## config.mk

```make
export PLATFORM = sky130hd
export DESIGN_NAME = int_ctrl
export DESIGN_NICKNAME = d
export VERILOG_FILES = /design/src/rtl/int_ctrl_pkg.sv /design/src/rtl/int_sync.sv /design/src/rtl/int_ctrl.sv
export SDC_FILE = /design/constraint.sdc
export NUM_CORES = 1
export LEC_CHECK = 0
export ABC_AREA = 1
export BUFFER_PORTS_ARGS = -buffer_cell sky130_fd_sc_hd__buf_2
export CAP_MARGIN = 40
export CORE_MARGIN = 10
export CORE_UTILIZATION = 30
export CTS_CLUSTER_SIZE = 12
export DETAILED_ROUTE_END_ITERATION = 12
export PLACE_DENSITY = 0.59
export SLEW_MARGIN = 20
export SYNTH_ARGS = -nofsm -noshare
export SYNTH_HDL_FRONTEND = slang
export SYNTH_SLANG_ARGS = --single-unit
```

## constraint.sdc

```tcl
create_clock -name clk -period 1.9 [get_ports clk]
set_input_delay 0.095 -clock clk [delete_from_list [all_inputs] [get_ports clk]]
set_output_delay 0.095 -clock clk [all_outputs]
set_load 0.03 [all_outputs]
```

## src/rtl/int_ctrl_pkg.sv

```systemverilog
// Shared constants for the interrupt controller: register offsets, source indices
// and the fixed-priority ID helper used when INT_CTRL_PRIO_EN is defined.
package int_ctrl_pkg;

    localparam int NSRC = 6;

    localparam logic [2:0] OFF_PEND = 3'd0;
    localparam logic [2:0] OFF_MASK = 3'd1;
    localparam logic [2:0] OFF_MODE = 3'd2;
    localparam logic [2:0] OFF_ID   = 3'd3;
    localparam logic [2:0] OFF_OVR  = 3'd4;

    localparam int SRC_TC0 = 0;
    localparam int SRC_TC1 = 1;
    localparam int SRC_EXT = 2;

    // Lowest set index wins; bit 31 flags that something is pending at all.
    function automatic logic [31:0] prio_id(input logic [NSRC-1:0] v);
        logic [31:0] id;
        id = 32'h0000_0000;
        for (int i = NSRC - 1; i >= 0; i--) begin
            if (v[i]) begin
                id = {1'b1, 28'b0, i[2:0]};
            end
        end
        return id;
    endfunction

endpackage

```

## src/rtl/int_sync.sv

```systemverilog
// Per-source 2-flop synchronizer with a history flop; o_rise marks a new
// synchronized rising edge for one cycle.
module int_sync (
    input  logic clk,
    input  logic reset,
    input  logic i_src,
    output logic o_level,
    output logic o_rise
);

    logic r_s1;
    logic r_s2;
    logic r_s3;

    always_ff @(posedge clk) begin
        if (reset) begin
            r_s1 <= 1'b0;
            r_s2 <= 1'b0;
            r_s3 <= 1'b0;
        end else begin
            r_s1 <= i_src;
            r_s2 <= r_s1;
            r_s3 <= r_s2;
        end
    end

    assign o_level = r_s2;
    assign o_rise  = r_s2 & ~r_s3;

endmodule

```

## src/rtl/int_ctrl.sv

```systemverilog
// Interrupt controller: per-source sync/edge detect, PEND/MASK/MODE/OVR registers
// and an optional fixed-priority ID encoder compiled in with INT_CTRL_PRIO_EN.
module int_ctrl
    import int_ctrl_pkg::*;
#(
    parameter logic [5:0] MODE_RST = 6'b000000,
    parameter logic [5:0] MASK_RST = 6'b000000
) (
    input  logic        clk,
    input  logic        reset,
    input  logic [31:2] Addr,
    input  logic        WE,
    input  logic [31:0] Din,
    output logic [31:0] Dout,
    input  logic [5:0]  src,
    output logic [5:0]  int_req
);

    logic [5:0]  r_pend;
    logic [5:0]  r_mask;
    logic [5:0]  r_mode;
    logic [5:0]  r_ovr;

    logic [5:0]  w_level;
    logic [5:0]  w_rise;
    logic [2:0]  w_sel;
    logic        w_wr_pend;
    logic        w_wr_mask;
    logic        w_wr_mode;
    logic        w_wr_ovr;
    logic [5:0]  w_pend_clr;
    logic [5:0]  w_pend_nxt;
    logic [5:0]  w_ovr_set;
    logic [5:0]  w_ovr_nxt;
    logic [31:0] w_id;
    logic        w_unused;

    for (genvar g = 0; g < NSRC; g++) begin : g_sync
        int_sync u_sync (
            .clk     (clk),
            .reset   (reset),
            .i_src   (src[g]),
            .o_level (w_level[g]),
            .o_rise  (w_rise[g])
        );
    end

    assign w_sel     = Addr[4:2];
    assign w_wr_pend = WE & (w_sel == OFF_PEND);
    assign w_wr_mask = WE & (w_sel == OFF_MASK);
    assign w_wr_mode = WE & (w_sel == OFF_MODE);
    assign w_wr_ovr  = WE & (w_sel == OFF_OVR);
    assign w_unused  = &{1'b0, Addr[31:5], Din[31:6]};

    // W1C only acts on edge-mode bits, and a fresh edge always overrides it.
    assign w_pend_clr = {6{w_wr_pend}} & Din[5:0] & r_mode;
    assign w_pend_nxt = (~r_mode & w_level)
                      | ( r_mode & (w_rise | (r_pend & ~w_pend_clr)));
    assign w_ovr_set  = r_mode & w_rise & r_pend & ~w_pend_clr;
    assign w_ovr_nxt  = w_ovr_set | (r_ovr & ~({6{w_wr_ovr}} & Din[5:0]));

    always_ff @(posedge clk) begin
        if (reset) begin
            r_pend <= 6'b0;
            r_ovr  <= 6'b0;
            r_mask <= MASK_RST;
            r_mode <= MODE_RST;
        end else begin
            r_pend <= w_pend_nxt;
            r_ovr  <= w_ovr_nxt;
            if (w_wr_mask) r_mask <= Din[5:0];
            if (w_wr_mode) r_mode <= Din[5:0];
        end
    end

    assign int_req = r_pend & r_mask;

`ifdef INT_CTRL_PRIO_EN
    assign w_id = prio_id(int_req);
`else
    assign w_id = 32'h0000_0000;
`endif

    always_comb begin
        Dout = 32'h0000_0000;
        case (w_sel)
            OFF_PEND: Dout = {26'b0, r_pend};
            OFF_MASK: Dout = {26'b0, r_mask};
            OFF_MODE: Dout = {26'b0, r_mode};
            OFF_ID:   Dout = w_id;
            OFF_OVR:  Dout = {26'b0, r_ovr};
            default:  Dout = 32'h0000_0000;
        endcase
    end

endmodule

```

== Word-level counts from Yosys, hierarchy flattened ==
Index checks and enable logic that the tools add are counted.
W data, S select, Z words.
Operators by class
  reductions and logical operators: 1
  $add $sub $neg: 0
  multipliers: 0
  bitwise gates (word level): 33
  mux-type cells: 1
  div/mod/pow operators: 0
  eq/ne operators: 3
  shifts and indexed selects: 0
  $lt $le $gt $ge: 0
Operators with widths (count)
  $and A6 B6 Y6: 11
  $pmux W6 S4: 1
  $not A6 Y6: 3
  $or A6 B6 Y6: 3
  $and A1 B1 Y1: 10
  $not A1 Y1: 6
  $eq A3 B1 Y1 const B: 1
  $eq A3 B2 Y1 const B: 1
  $eq A3 B3 Y1 const B: 1
  $logic_not A3 Y1: 1
Storage, ports and cells
  RAM bits: 0
  memories: 0
  input bits: 71
  flip-flop bits (word level): 42
  ROM bits: 0
  bits in latches: 0

== Depth between registers and ports, before layout ==
Gate-level depths: netlist of the first run.
  depth after elaboration: 9
  gate-level depth with buffers: 7
  depth with buffers taken out: 5

== Cells and area by module ==
From an unflattened synthesis of the first run, not the netlist that was laid out.
Second synthesis, totals
  cells, all modules: 285
  area, all modules: 2067.0 µm²
By module, submodules not included
  int_ctrl: area each 1549.0 µm², cells an instance 225, times used 1
  int_sync: area each 86.3 µm², cells an instance 10, times used 6

== Least setup slack after synthesis of the first run ==
No wires, ideal clock.
  kind: input-to-output
  start point: input Addr[4] in the netlist's numbering
  end point: output Dout[4]
  setup slack: 0.859 ns
  path buffers: 3
  arrival time: 0.946 ns
  stages: 6
  cells stage by stage: buf_4 inv_2 buf_6 buf_2 nand3_1 nand4_1
Between the ends
  word-level cells in the longest chain between the ends: 2
  elaborated cells between the ends (all ways): 5
  those cells by class: eq/ne (3); mux (1); reduce/logical (1)
Ends and longest elaborated chain
  from (decl): RTL line int_ctrl.sv:11  | input logic [31:2] Addr,
  $eq A3 B3 Y1 (tied with other cells): RTL line int_ctrl.sv:86  | case (w_sel)
  $pmux W6 S4 *: RTL line int_ctrl.sv:86
  to (decl): RTL line int_ctrl.sv:14  | output logic [31:0] Dout,
Every way passes the cells marked *; elsewhere a longest branch is shown, timed or not.

== Worst setup path in the final report of the first run ==
  start point: input Addr[2] in the netlist's numbering
  end point: output Dout[0]
Same word-level chain as after synthesis.

==> run_results.csv, run 1 <==
group,metric,value,unit
outcome,run_status,"complete, no violations",
setup_path,crit_path_cell_trace,"buf_2 -> inv_2 -> nor2_2 -> nand3_1 -> nand4_1 -> buf_2",
setup_path,crit_buf_inv,3,
setup_path,timing.critical_path.max_delay_family,"simple AND/OR/NAND/NOR gates",
pwr,peakVddDrop,0.5091,mV
yosys,synth_sequential_area_ratio,0.4017,
setup_path,critical_path_cell_count,6,
drt,detail-route-antenna-nets,0,
sta,setup_repair_after_global_routing_missed_its_margin,"no",
setup_path,worst_setup_path_end_kind,"output port",
clock_tree,quantity_of_gates_resized_following_cts,0,
yosys,synth_compound_gate_area_share,0.02152,
die,placement_rows,30,
sta,report.final.setup_viol,0,
finish,num-nets-final,401,
pwr,power.density_cell_area,741.3,nW/µm²
flow_run,cap_violations,0,
sta,worst_clock_skew,10.69,ps
finish,antenna-diode-count,0,
setup_path,worstSetupEndpoint,"Dout[0]",
setup_path,cp_data_required_time,1800,ps
setup_path,worst-setup-path-type,"primary input to output port",
yosys,synth_largest_type_area_fraction,0.4017,
setup_path,worst_r2r_endpoint,"r_ovr[0]",
clock_tree,cts_tree,"yes",
clock_tree,numClockSinks,42,
setup_path,worst_path_largest_cell_delay,420,ps
finish,layout-area-overhead-vs-synth,12.67,%
clock_tree,cts_hold_buf,6,
drt,routed_wirelength,4.847,mm
yosys,synth_mux_area_frac,0,
sta,setup-tns-final,0,ps
sta,share_of_the_clock_period_used_by_the_worst_path_after_layout,0.6988,
die,start_util,0.3081,
clock_tree,cts.path.max_buffers,2,
clock_tree,cts_inserted_buffers,5,
yosys,ys_types,17,
die,die_width,103.5,µm
sta,finalMaxSlewViolations,0,
yosys,synthFlopType,"sky130_fd_sc_hd__dfxtp_1",
setup_path,cp_data_arrival_time,1230,ps
yosys,mappedNetlistArea,2093,µm²
sta,final_critical_period,1328,ps
clock_tree,cts_setup_buffers,0,
yosys,yosysMostFrequentCell,"sky130_fd_sc_hd__nand2_1",
die,dieHeight,103.5,µm
drt,route.vias.total,1788,
placement,gp_congestion,0.7427,
setup_path,rr_worst_depth,4,
sta,slew_headroom,0.6377,
sta,slew_of_the_pin_with_the_lowest_slew_margin,542.9,ps
finish,finalCoreUtilization,0.3471,
clock_tree,clk_pin_slew,80,ps
placement,numPortBuffers,29,
grt,global_route.overflow_total,0,
setup_path,maximum_fanout_count_along_the_critical_path,12,
sta,maxClockFrequency,0.7532,GHz
setup_path,setup.worst_path.start_class,"primary input",
setup_path,cpMaxStageDelayCell,"sky130_fd_sc_hd__nor2_2",
yosys,synth_enable_flop_cells,0,
yosys,synthArstFlopShare,0,
yosys,synth_top_family_by_area,"simple AND/OR/NAND/NOR gates",
hold_path,timing.hold.worst.class,"primary input to register",
grt,grt_usage,0.09010,
setup_path,crit-reg2reg-launch,"r_mode[0]",
die,ios,109,
clock_tree,clock_latency,300,ps
yosys,synthesis.yosys.warnings,0,
die,floorplan.die_area,10720,µm²
clock_tree,clockRootBuffer,"sky130_fd_sc_hd__clkbuf_8",
yosys,synth_adder_area_share,0,
yosys,ys_ff_latch,42,
finish,ratio_of_cells_with_drive_above_1_in_the_final_layout,0.1450,
yosys,synth-simple-area-share,0.3784,
yosys,synth_top_cells_by_count,"sky130_fd_sc_hd__nand2_1 (60), sky130_fd_sc_hd__nor2_1 (55), sky130_fd_sc_hd__dfxtp_1 (42)",
yosys,postSynthCellCount,300,
placement,hpwl_after_detailed_placement,3.368,mm
setup_path,crit_start,"Addr[2]",
sta,timing_hold_violations_final,0,
setup_path,cpMostUsedCell,"sky130_fd_sc_hd__buf_2",
grt,grt_start_max_net_pins,26,
grt,grt_pass1_vias,1698,
yosys,ys_top_cells_by_area,"sky130_fd_sc_hd__dfxtp_1 (40%), sky130_fd_sc_hd__buf_4 (11%), sky130_fd_sc_hd__nand2_1 (11%), sky130_fd_sc_hd__nor2_1 (9.9%), sky130_fd_sc_hd__nand3_1 (7.4%)",
setup_path,ff2ff_setup_slack,1090,ps
die,core_region_area,6794,µm²
grt,antenna_found_initial,0,
drt,drcViolationCount,0,
drt,detailedRoute.firstIterationViolations,82,
yosys,synth_top_cell_by_area,"sky130_fd_sc_hd__dfxtp_1",
drt,routed_via_density,4.187,
pwr,leakage_power_total,1.147,nW
clock_tree,cts.htree.levels,2,
drt,route.detailed.wl_per_inst,11.35,µm
yosys,synth_xor_area_frac,0,
grt,global_route_wire_length_before_repair,8.100,mm
drt,dr.pass1.iters,6,
yosys,syn_avg_cell_area,6.978,µm²
[power breakdown]
group / switching, W / internal (W)
clock: 0.000301 / 0.000293
sequential: 0.0000154 / 0.000908
combinational: 0.000176 / 0.0000556
[tightest hold or removal path: stages]
cell and delay, ps:
sky130_fd_sc_hd__buf_2 110, sky130_fd_sc_hd__nand4_1 90, sky130_fd_sc_hd__nand2_1 50, sky130_fd_sc_hd__nand2_1 40
[state kept, by name (all words and copies together) (netlist names)]
| register | cells |
|---|---|
| g_sync.u_sync.r_s3 | 6 |
| r_mask | 6 |
| g_sync.u_sync.o_level | 6 |
| g_sync.u_sync.r_s1 | 6 |
| r_ovr | 6 |
| r_pend | 6 |
| r_mode | 6 |
[logic make-up after synthesis]
logic type      after synthesis
flops                        42
buf+inv                      75
other cells                   1
compound gates                6
simple gates                176
[routing by layer]
metal,GRT usage,vias to the layer above,wire length (µm)
met5,0,-,0
met4,0.03831,0,87
met3,0.03779,9,366
met2,0.1450,53,2162
met1,0.1020,776,2231
li1,-,950,-
[worst min path at each step]
| stage | start | end | slack [ps] | cells past startpoint |
|---|---|---|---|---|
| 2_1_floorplan | src[0] | g_sync[0].u_sync.r_s1 | 200 | 2 |
| 3_3_place_gp | src[5] | g_sync[5].u_sync.r_s1 | 300 | 3 |
| 3_5_place_dp | src[5] | g_sync[5].u_sync.r_s1 | 300 | 3 |
| 4_1_cts | Din[0] | r_pend[0] | 110 | 4 |
| 5_1_grt | Din[0] | r_pend[0] | 130 | 4 |
| 6_report | Din[4] | r_pend[4] | 110 | 4 |
[cells in the final DEF (no fill, tap or decap)]
cell                            instances
sky130_fd_sc_hd__inv_2                  3
sky130_fd_sc_hd__inv_1                 31
sky130_fd_sc_hd__nor2_2                 2
sky130_fd_sc_hd__nor2_1                55
sky130_fd_sc_hd__clkbuf_1               1
sky130_fd_sc_hd__buf_2                 29
sky130_fd_sc_hd__buf_4                  2
sky130_fd_sc_hd__conb_1                26
sky130_fd_sc_hd__nand3_1               31
sky130_fd_sc_hd__dfxtp_1               42
sky130_fd_sc_hd__clkinv_1               1
sky130_fd_sc_hd__buf_12                 1
sky130_fd_sc_hd__nand3_2                2
sky130_fd_sc_hd__nand4_1               24
sky130_fd_sc_hd__dlygate4sd3_1          6
sky130_fd_sc_hd__clkbuf_8               6
sky130_fd_sc_hd__nor2_4                 2
sky130_fd_sc_hd__clkinv_2               1
sky130_fd_sc_hd__o21bai_1               6
sky130_fd_sc_hd__nand2_1               60
[cell type report]
class,instances,area (µm²)
Tap cell,96,120.1
Sequential cell,42,840.8
Clock inverter,1,5.005
Clock buffer,7,86.33
Inverter,35,131.4
Fill cell,742,4436
Multi-Input combinational cell,208,934.6
Timing Repair Buffer,38,240.2
[through the flow]
step / hold WS (ps) / std cells / setup slack [ps] / total power (W) / area, µm²
after floorplan: 202.0 / 325 / 858.6 / 0.001157 / 2187
after global routing: 125.5 / 427 / 439.2 / 0.001832 / 2359
after global placement: 297.1 / 413 / 581.0 / 0.001162 / 2207
after CTS: 110.6 / 427 / 563.8 / 0.001769 / 2359
after detailed placement: 300.1 / 413 / 563.9 / 0.001164 / 2207
final: 110.1 / 427 / 572.3 / 0.001748 / 2359
Power figures use the tool's default switching activity.
==> run 2: changes to the inputs <==
PLACE_DENSITY = 0.61   (was 0.59)
clock period = 1.1 ns   (was 1.9 ns; I/O delays follow)
==> run 2 against run 1 <==
Count of clock-buffer cells in the layout grew 1. Setup slack got worse by 580 ps. Largest power group unchanged. Global-route usage increased by 0.13 points. Sequential power is 73% higher. The run now ends with setup timing left. Critical path depth decreased by 3. First-iteration DRC count up 39%. Register-to-register slack got worse by 830 ps. Core utilization increased by 3.5 points. Combinational power up 99%. Non-clock buffer count up 12. Sequential share of layout area down 2.3 points. Power increased by 83%.
==> run_results.csv, run 2 (synthesis gave the netlist of run 1 again) <==
group,metric,value,unit
sta,worst_slack,-3.591,ps
grt,global_route.overflow_total,0,
drt,top_signal_layer_used,"met4",
placement,detailedPlace.worstSlack,90.56,ps
finish,multi_input_comb_area,969.7,µm²
drt,route.detailed.wl_per_inst,11.67,µm
drt,drcViolationCount,0,
finish,regArea,867.1,µm²
setup_path,rr_worst_depth,5,
drt,route.vias.total,1894,
die,die_width,103.5,µm
sta,maxClockFrequency,0.9061,GHz
die,core_region_area,6794,µm²
sta,setup-tns-final,-3.591,ps
finish,ratio_of_cells_with_drive_above_1_in_the_final_layout,0.2536,
setup_path,worst_setup_path_end_kind,"output port",
grt,global_route_wire_length_before_repair,8.376,mm
placement,hpwl_after_detailed_placement,3.647,mm
clock_tree,clock_latency,290,ps
sta,report.final.setup_viol,1,
sta,finalMaxSlewViolations,0,
sta,share_of_the_clock_period_used_by_the_worst_path_after_layout,1.003,
sta,timing_hold_violations_final,0,
outcome,run_status,"complete, but fails checks",
clock_tree,cts.htree.levels,2,
placement,numPortBuffers,29,
setup_path,worst-setup-path-type,"register to output port",
finish,fill_cells,731,
clock_tree,clockRootBuffer,"sky130_fd_sc_hd__clkbuf_8",
clock_tree,cts.path.max_buffers,2,
clock_tree,cts_tree,"yes",
finish,layoutNonFillerInstCount,439,
grt,grt_pass1_vias,1764,
sta,setup_repair_after_global_routing_missed_its_margin,"yes",
drt,routed_wirelength,5.124,mm
grt,grt_usage,0.09142,
setup_path,setup.worst_path.start_class,"register",
finish,leading_cell_types_in_the_layout_fill_and_taps_excluded,"sky130_fd_sc_hd__nand2_1 (60), sky130_fd_sc_hd__nor2_1 (55), sky130_fd_sc_hd__inv_1 (31), sky130_fd_sc_hd__conb_1 (26)",
pwr,leakage_power_total,1.241,nW
finish,most_common_library_cell_in_the_layout_ignoring_fill_and_taps,"sky130_fd_sc_hd__nand2_1",
pwr,peakVddDrop,0.7224,mV
drt,dr.pass1.iters,4,
die,ios,109,
pwr,power.density_cell_area,1234,nW/µm²
pwr,finalPower,0.003204,W
setup_path,cp_data_required_time,1040,ps
drt,routed-wl-met3,375,µm
drt,routed_via_density,4.314,
die,floorplan.die_area,10720,µm²
grt,antenna_found_initial,0,
drt,detail-route-antenna-nets,0,
hold_path,hold_depth,4,
outcome,violations,"setup timing",
drt,detailedRoute.firstIterationViolations,114,
clock_tree,clk_pin_slew,80,ps
drt,met2RoutedLength,2.376,mm
die,start_util,0.3081,
setup_path,ff2ff_setup_slack,260,ps
finish,antenna-diode-count,0,
placement,dpl.cell_count,422,
drt,wirelength_met1,2.319,mm
clock_tree,cts_inserted_buffers,5,
die,dieHeight,103.5,µm
finish,finalCoreUtilization,0.3821,
finish,layout-area-overhead-vs-synth,24.03,%
hold_path,timing.hold.worst.class,"primary input to register",
die,placement_rows,30,
placement,gp_congestion,0.7926,
setup_path,cp_data_arrival_time,1050,ps
flow_run,cap_violations,0,
sta,worst_clock_skew,3.075,ps
grt,grt_start_max_net_pins,28,
clock_tree,numClockSinks,42,
sta,final_critical_period,1104,ps
finish,num-nets-final,413,
setup_path,maximum_fanout_count_along_the_critical_path,3,
run 2: area by class of cell:
type                            instances  share of cell area
Multi-Input combinational cell        208              0.3735
Inverter                               35             0.05060
Sequential cell                        42              0.3340
Clock buffer                            8             0.04241
Tap cell                               96             0.04626
Timing Repair Buffer                   50              0.1533
run 2: what timing repair did:
| action | in CTS | in global routing |
|---|---|---|
| gates resized for setup | 10 | 27 |
| buffers inserted | 0 | 3 |
| hold buffers | 6 | 0 |
| hold endpoints to repair | 6 | 0 |
| setup endpoints to repair | 6 | 6 |
| pin swaps | 0 | 6 |
run 2: routing by layer:
layer | up-vias | GRT usage
li1 | 979 | -
met1 | 852 | 0.1112
met2 | 58 | 0.1477
met3 | 5 | 0.03160
met4 | 0 | 0.02722
met5 | - | 0
run 2: through the flow:
step                      hold WS (ps)  instance area, µm²
final                            91.72                2596
after global routing             89.45                2596
after CTS                        83.61                2505
after detailed placement         263.1                2312
after global placement           257.3                2312
after floorplan                  162.0                2187
run 2: report_power, final:
| part | total, W | internal [W] | switching, W | leakage (nW) |
|---|---|---|---|---|
| Sequential | 0.00160 | 0.00157 | 0.0000268 | 0.352 |
| Clock | 0.00115 | 0.000634 | 0.000513 | 0.0575 |
| Combinational | 0.000461 | 0.000140 | 0.000320 | 0.832 |
run 2: path summary, 6_finish.rpt:
| path | start | endpoint |
|---|---|---|
| hold / removal | Din[2] | r_pend[2] |
| setup reg to reg | r_mode[2] | r_ovr[2] |
| hold reg to reg | g_sync[4].u_sync.r_s1 | g_sync[4].u_sync.o_level |
| setup / recovery | r_mask[2] | Dout[2] |
run 2: worst max-delay path, stage by stage, from the launching register on:
cell and delay (ps):
sky130_fd_sc_hd__dfxtp_2 340, sky130_fd_sc_hd__nand3_1 90, sky130_fd_sc_hd__nand4_1 140, sky130_fd_sc_hd__buf_6 180
==> run 3: changes to the inputs <==
CTS_CLUSTER_DIAMETER = 150   (was not set)
HOLD_SLACK_MARGIN = 0.06   (was not set)
PLACE_DENSITY = not set   (was 0.61)
PLACE_DENSITY_LB_ADDON = 0.25   (was not set)
==> run 3 against run 2 <==
The flow now finishes without violations. Core utilization is 0.85 points lower. Routed wire length is 2.3% lower. Critical path depth stayed put. Fmax is 2.8% higher. Power is 1.4% higher. Register-to-register slack better by 50 ps. First-iteration DRC count is 24% higher. Global-route usage hardly changed. Combinational power is 4% lower. Critical path type unchanged. Critical endpoint is now Dout[0]. Largest cell class unchanged.
==> run_results.csv, run 3 (synthesis gave the netlist of run 1 again) <==
group,metric,value,unit
drt,route.detailed.wl_per_inst,11.32,µm
finish,leading_cell_types_in_the_layout_fill_and_taps_excluded,"sky130_fd_sc_hd__nand2_1 (60), sky130_fd_sc_hd__nor2_1 (55), sky130_fd_sc_hd__inv_1 (31), sky130_fd_sc_hd__nand3_1 (30), sky130_fd_sc_hd__conb_1 (26)",
grt,grt_usage,0.09170,
finish,multi_input_comb_area,939.7,µm²
drt,route.vias.total,1850,
setup_path,crit-reg2reg-launch,"r_mode[2]",
drt,routed_via_density,4.186,
die,start_util,0.3081,
die,placement_rows,30,
setup_path,ff2ff_setup_slack,310,ps
setup_path,maximum_fanout_count_along_the_critical_path,4,
setup_path,setup.worst_path.start_class,"register",
finish,most_common_library_cell_in_the_layout_ignoring_fill_and_taps,"sky130_fd_sc_hd__nand2_1",
sta,finalMaxSlewViolations,0,
clock_tree,cts.htree.levels,2,
sta,share_of_the_clock_period_used_by_the_worst_path_after_layout,0.9756,
sta,worst_clock_skew,2.230,ps
clock_tree,numClockSinks,42,
grt,antenna_found_initial,0,
clock_tree,cts.path.max_buffers,2,
die,floorplan.die_area,10720,µm²
finish,num-nets-final,416,
grt,grt_start_max_net_pins,19,
die,core_region_area,6794,µm²
grt,grt_pass1_vias,1820,
drt,routed_wirelength,5.004,mm
pwr,peakVddDrop,0.8227,mV
grt,global_route.overflow_total,0,
sta,timing_hold_violations_final,0,
pwr,finalPower,0.003249,W
grt,global_route_wire_length_before_repair,8.424,mm
drt,drcViolationCount,0,
setup_path,worst-setup-path-type,"register to output port",
hold_path,hold_depth,4,
hold_path,hold_path_end,"r_pend[4]",
finish,fill_cells,762,
setup_path,rr_worst_depth,5,
hold_path,worstHoldStart,"Din[4]",
placement,dpl.cell_count,427,
outcome,run_status,"complete, no violations",
setup_path,cp_data_required_time,1040,ps
die,die_width,103.5,µm
finish,layoutNonFillerInstCount,442,
sta,maxClockFrequency,0.9319,GHz
finish,antenna-diode-count,0,
placement,numPortBuffers,29,
clock_tree,cts_inserted_buffers,5,
setup_path,cp_data_arrival_time,1020,ps
placement,hpwl_after_detailed_placement,3.686,mm
finish,ratio_of_cells_with_drive_above_1_in_the_final_layout,0.2341,
clock_tree,cts_tree,"yes",
drt,dr.pass1.iters,4,
setup_path,worst_r2r_endpoint,"r_ovr[2]",
finish,layout-area-overhead-vs-synth,21.28,%
sta,setup_repair_after_global_routing_missed_its_margin,"yes",
drt,detailedRoute.firstIterationViolations,141,
clock_tree,clock_latency,290,ps
flow_run,cap_violations,0,
drt,detail-route-antenna-nets,0,
hold_path,timing.hold.worst.class,"primary input to register",
sta,report.final.setup_viol,0,
clock_tree,clk_pin_slew,80,ps
pwr,leakage_power_total,1.232,nW
die,dieHeight,103.5,µm
placement,gp_congestion,0.7321,
die,ios,109,
finish,regArea,867.1,µm²
setup_path,worst_setup_path_end_kind,"output port",
clock_tree,clockRootBuffer,"sky130_fd_sc_hd__clkbuf_8",
pwr,power.density_cell_area,1280,nW/µm²
sta,final_critical_period,1073,ps
==> run 3: cell type report <==
cell class,count,share of cell area
multi-input cells,208,0.3701
flip-flops and latches,42,0.3415
repair buffers,53,0.1459
inverters,35,0.05175
well taps,96,0.04731
clock buffers,6,0.02859
clock inverters,2,0.01479
==> run 3: worst max path at each step <==
stage,startpoint,end,slack [ps],depth (start not counted)
floorplan,Addr[4],Dout[4],140,6
global placement,Addr[2],Dout[0],50,7
detailed placement,Addr[2],Dout[2],30,7
CTS,r_pend[2],Dout[2],3,3
global route,r_mode[0],Dout[0],-30,3
finish,r_mode[0],Dout[0],30,3
==> run 3: power by group <==
part	switching [W]	internal [W]
Sequential	0.0000251	0.00157
Clock	0.000537	0.000677
Combinational	0.000313	0.000129
Total	0.000875	0.00237
==> run 3: what timing repair did <==
| item | 4_1_cts | 5_1_grt |
|---|---|---|
| hold endpoints to repair | 6 | 0 |
| endpoints found under the setup margin | 6 | 7 |
| cloned | 0 | 0 |
| pin swaps | 1 | 2 |
| setup buffers | 1 | 0 |
| gates resized for setup | 13 | 17 |
| hold buffers | 6 | 0 |
==> run 3: metal layers <==
| metal | vias to the layer above | routed length (µm) | track usage |
|---|---|---|---|
| li1 | 981 | - | - |
| met1 | 816 | 2303 | 0.1091 |
| met2 | 47 | 2309 | 0.1495 |
| met3 | 6 | 334 | 0.03222 |
| met4 | 0 | 56 | 0.03024 |
| met5 | - | 0 | 0 |
==> run 3: metrics by stage <==
stage / setup slack [ps] / TNS, ps / util / instance area, µm² / hold slack [ps]
after floorplan: 138.6 / 0 / - / 2187 / 162.0
after global placement: 47.80 / 0 / 0.3385 / 2300 / 256.1
final: 26.89 / 0 / 0.3737 / 2539 / 77.85
after global routing: -25.66 / -42.48 / 0.3737 / 2539 / 91.99
after detailed placement: 33.32 / 0 / 0.3385 / 2300 / 264.3
after CTS: 3.443 / 0 / 0.3685 / 2504 / 74.81
==> run 3: critical path, stage by stage (launching register included) <==
cell and delay, ps:
sky130_fd_sc_hd__dfxtp_4 370, sky130_fd_sc_hd__nand3_2 60, sky130_fd_sc_hd__nand4_1 130, sky130_fd_sc_hd__buf_6 170
